[src/rtl/mem_stall_ctrl.sv]
// MEM-stage data-cache miss sequencer: freezes upstream pipeline registers and bubbles MEM/WB until the line refill lands.
// Define MEM_STALL_STATS_EN to add saturating miss_cnt / stall_cyc statistics outputs.
module mem_stall_ctrl #(
    parameter int MISS_PENALTY = 4,
    parameter int CNT_W        = 16
) (
    input  logic clk,
    input  logic rst,
    input  logic mem_read,
    input  logic mem_write,
    input  logic hit,
    input  logic mem_ready,
    output logic mem_req,
    output logic refill_we,
    output logic stall,
    output logic pipe_en,
    output logic wb_bubble,
    output logic busy
`ifdef MEM_STALL_STATS_EN
    ,
    output logic [CNT_W-1:0] miss_cnt,
    output logic [CNT_W-1:0] stall_cyc
`endif
);

    typedef enum logic [1:0] {
        IDLE   = 2'd0,
        REQ    = 2'd1,
        WAIT   = 2'd2,
        REFILL = 2'd3
    } state_t;

    localparam logic [7:0] CNT_LOAD = 8'(MISS_PENALTY - 1);

    if (MISS_PENALTY < 1 || MISS_PENALTY > 255 || CNT_W < 1) begin : g_param_check
        $error("mem_stall_ctrl: MISS_PENALTY must be 1..255 and CNT_W >= 1");
    end

    state_t     state;
    state_t     state_nxt;
    logic [7:0] cnt;
    logic [7:0] cnt_nxt;
    logic       access;
    logic       miss_start;

    assign access = mem_read | mem_write;

    always_ff @(posedge clk) begin
        if (rst) begin
            state <= IDLE;
            cnt   <= 8'd0;
        end else begin
            state <= state_nxt;
            cnt   <= cnt_nxt;
        end
    end

    // mem_ready only matters once the minimum penalty has fully elapsed
    always_comb begin
        state_nxt  = state;
        cnt_nxt    = cnt;
        miss_start = 1'b0;
        case (state)
            IDLE: begin
                if (access && !hit) begin
                    state_nxt  = REQ;
                    miss_start = 1'b1;
                end
            end
            REQ: begin
                cnt_nxt   = CNT_LOAD;
                state_nxt = WAIT;
            end
            WAIT: begin
                if (cnt != 8'd0) begin
                    cnt_nxt = cnt - 8'd1;
                end else if (mem_ready) begin
                    state_nxt = REFILL;
                end
            end
            REFILL: begin
                state_nxt = IDLE;
            end
            default: begin
                state_nxt = IDLE;
            end
        endcase
    end

    // Outputs are forced quiet while rst is high so an aborted miss never strobes refill_we
    always_comb begin
        busy      = 1'b0;
        mem_req   = 1'b0;
        refill_we = 1'b0;
        stall     = 1'b0;
        if (!rst) begin
            busy      = (state != IDLE);
            mem_req   = (state == REQ);
            refill_we = (state == REFILL);
            stall     = (state != IDLE) | miss_start;
        end
        pipe_en   = ~stall;
        wb_bubble = stall;
    end

`ifdef MEM_STALL_STATS_EN
    function automatic logic [CNT_W-1:0] sat_inc(input logic [CNT_W-1:0] v, input logic en);
        if (en && !(&v)) begin
            return v + CNT_W'(1);
        end
        return v;
    endfunction

    always_ff @(posedge clk) begin
        if (rst) begin
            miss_cnt  <= '0;
            stall_cyc <= '0;
        end else begin
            miss_cnt  <= sat_inc(miss_cnt, miss_start);
            stall_cyc <= sat_inc(stall_cyc, stall);
        end
    end
`endif

endmodule

[config.mk]
export PLATFORM = sky130hd
export DESIGN_NAME = mem_stall_ctrl
export DESIGN_NICKNAME = d
export VERILOG_FILES = /design/src/rtl/mem_stall_ctrl.sv
export SDC_FILE = /design/constraint.sdc
export NUM_CORES = 1
export LEC_CHECK = 0
export CAP_MARGIN = 20
export CORE_AREA = 2 2 46 48
export CTS_CLUSTER_DIAMETER = 150
export DETAILED_ROUTE_END_ITERATION = 8
export DIE_AREA = 0 0 48 50
export HOLD_SLACK_MARGIN = 0.05
export SLEW_MARGIN = 20
export SYNTH_ARGS = -nofsm -noshare
export SYNTH_HDL_FRONTEND = slang
export SYNTH_SLANG_ARGS = --single-unit
export TNS_END_PERCENT = 5
[constraint.sdc]
create_clock -name clk -period 2.3 [get_ports clk]
set_clock_uncertainty 0.1 [all_clocks]
set_input_delay 0.69 -clock clk [delete_from_list [all_inputs] [get_ports clk]]
set_output_delay 0.69 -clock clk [all_outputs]
set_load 0.02 [all_outputs]
==> flow_summary.toml <==
[routing]
drc_errors = 0
wl_per_cell_um = 11.44
initialDrtViolationCount = 5
ant_nets = 0
vias_per_cell = 4.941
drt_wl_total_mm = 1.361
dr.pass1.iters = 4
dr_total_vias = 588

[worst_setup_path]
crit_family = "buffers and inverters"
cp_num_buf_inv = 2
crit_required_ns = 1.51
cp-end-kind = "output pin"
cp_cell_sequence = "dlygate4sd2_1 > nor2b_1 > clkdlybuf4s15_2"
critPathSlowestCell = "dlygate4sd2_1"
crit_fanout = 5
critPathMaxStageDelay_ns = 0.30
crit_arrival_ns = 1.38
start_kind = "input port"
crit_type = "in2out"

[placed_design]
portBuffers = 11
dp_hpwl_mm = 1.032
placed_area_um2 = 817.0
gp_congestion = 0.7801
placedCellCount = 115
dpl_worst_slack_ns = -0.6258

[finish]
nets = 105
drive_above_1_share_pct = 26.09
fin_area_um2 = 872.1
final-seq-area_um2 = 200.2
final_common_cell = "dfxtp_1"
n_antenna_cell = 0
mostFrequentLayoutCells = "10 x dfxtp_1, 9 x nor2_1, 7 x inv_1, 6 x ha_1, 6 x buf_4"
layoutNonFillerInstCount = 119
multiInputGateArea_um2 = 409.1
areaGrowthSynthToFinish_pct = 36.40
num-fill-cells = 184
final_core_util_pct = 45.86

[global_route]
grt_pass1_wl_mm = 2.339
antenna_found_initial = 0
grt-ovfl-total = 0
grt_pass1_vias = 577
grt_max_degree = 13
groute.usage.overall_pct = 13.84

[sta]
fin_ws_ns = 0.1314
whs_ns = 0.3902
clock.fmax_mhz = 461.1
grt_setup_unrepaired = "false"
period_share_pct = 94.29
max_slew_margin_pct = 69.62
hold_violations = 0
slew_violations = 0
tightest_slew_ns = 0.4548
final-setup-viol-count = 0
fin_crit_ns = 2.169

[floorplanning]
die_area_um2 = 2400
ios = 12
start_util_pct = 33.62
dieHeight_um = 50
core_area_um2 = 1902
fp-row-count = 16
die_w_um = 48

[clock_tree]
root_buffer = "clkbuf_4"
cts_buffer_depth = 2
cts_made_buffers = 3
post_cts_buffers = 0
cts_hold_buf = 0
clk_latency_ns = 0.27
clk_pin_slew_worst_paths_ns = 0.06
cts_tree = "built"
cts.sinks = 10
htree_levels = 1

[yosys]
synth_top_area_share_pct = 31.31
ys_ff_latch = 10
syn_inst = 73
syn_area_um2 = 639.4
ys_warn_count = 0
synth_largest_area_cell = "dfxtp_1"
syn_nets = 85
synth_area_leaders = "dfxtp_1 31%, ha_1 12%, nor2_1 5.3%"
yosys.cell_types.count = 29
avgSynthCellArea_um2 = 8.758
yosysSeqAreaShare_pct = 31.31

[power_and_ir_drop]
p_leak_uw = 0.0003617
vdd_drop_max_mv = 0.5496
p_per_area_nw_per_um2 = 1102

[outcome]
status = "finished clean"

[flow_run]
maxCapViolations = 0

[min_path]
min_path_type = "reg2reg"
-- registers in the layout, indices dropped and copies added (netlist names) --
register,cells
cnt,8
state,2
-- worst reg2reg max path: cells and delay by family (launching register included) --
family / cells / cell delay, ns
flip-flops: 1 / 0.32
multiplexers: 1 / 0.36
adder cells (fa/ha/maj): 1 / 0.15
buffers and inverters: 2 / 0.19
AND/OR/NAND/NOR: 2 / 0.57
AO/OA/AOI/OAI: 1 / 0.39
-- repair_timing --
| action | 4_1_cts | 5_1_grt |
|---|---|---|
| endpoints found under the setup margin | 6 | 3 |
| pin swaps | 1 | 1 |
| gates resized for setup | 27 | 4 |
-- routing by layer --
metal,vias up,GRT usage [%],part of all wire [%]
met4,0,6.757,0.88
met2,12,22.22,52
met1,279,15.52,43
met5,-,0,0
met3,2,4.762,4.1
li1,295,-,-
-- report_power, final --
group | switching, uW | internal, uW | total [uW]
logic | 284 | 245 | 528
registers | 49.5 | 223 | 273
clock network | 64.1 | 96.2 | 160
-- synth_stat cells --
cell type	n
a21oi_1	3
clkbuf_1	1
nor3_4	1
a31o_2	1
o21bai_1	1
or3_1	1
nand2_1	3
nor3_1	3
or4b_4	1
nand3b_1	1
mux2i_1	1
mux2_1	1
dfxtp_1	10
a211oi_1	4
and2b_1	1
nor2_1	9
a31oi_1	2
a311oi_1	1
inv_1	8
nand2b_1	3
nor2b_1	3
a221o_1	1
a21o_1	1
nand3_1	1
buf_4	1
mux2_2	1
a2111oi_2	2
nand4_1	1
ha_1	6
-- through the flow --
step                      total power [uW]  TNS, ns
after floorplan                      638.9        0
after global placement               801.7   -3.012
after detailed placement             813.2   -3.099
after CTS                            974.5  -0.3200
after global routing                  1059        0
final                                961.0        0
-- cells by family (layout without fill, tap and decap cells) --
logic type | count (synthesis) | after routing | share of synthesized area, %
compound gates | 16 | 16 | 20.35
fa+ha+maj | 6 | 6 | 11.74
buf+inv | 10 | 29 | 6.458
flops | 10 | 10 | 31.31
mux | 3 | 3 | 5.088
simple gates | 28 | 28 | 25.05
-- path summary, 6_finish.rpt --
check / startpoint / endpoint / slack (ns) / depth (start not counted)
worst max register to register: state[0] / cnt[5] / 0.16 / 7
worst min register to register: cnt[7] / cnt[7] / 0.39 / 2
worst max-delay path: rst / mem_req / 0.13 / 3
worst min-delay path: cnt[7] / cnt[7] / 0.39 / 2
-- area by class of cell --
type                       count  area share [%]
inverter                       8           3.443
clock buffer                   4           4.161
sequential                    10           22.96
multi-input combinational     53           46.92
timing repair buffer          17           18.65
tap                           27           3.874
Note: power is estimated with default switching activity, not from simulation.
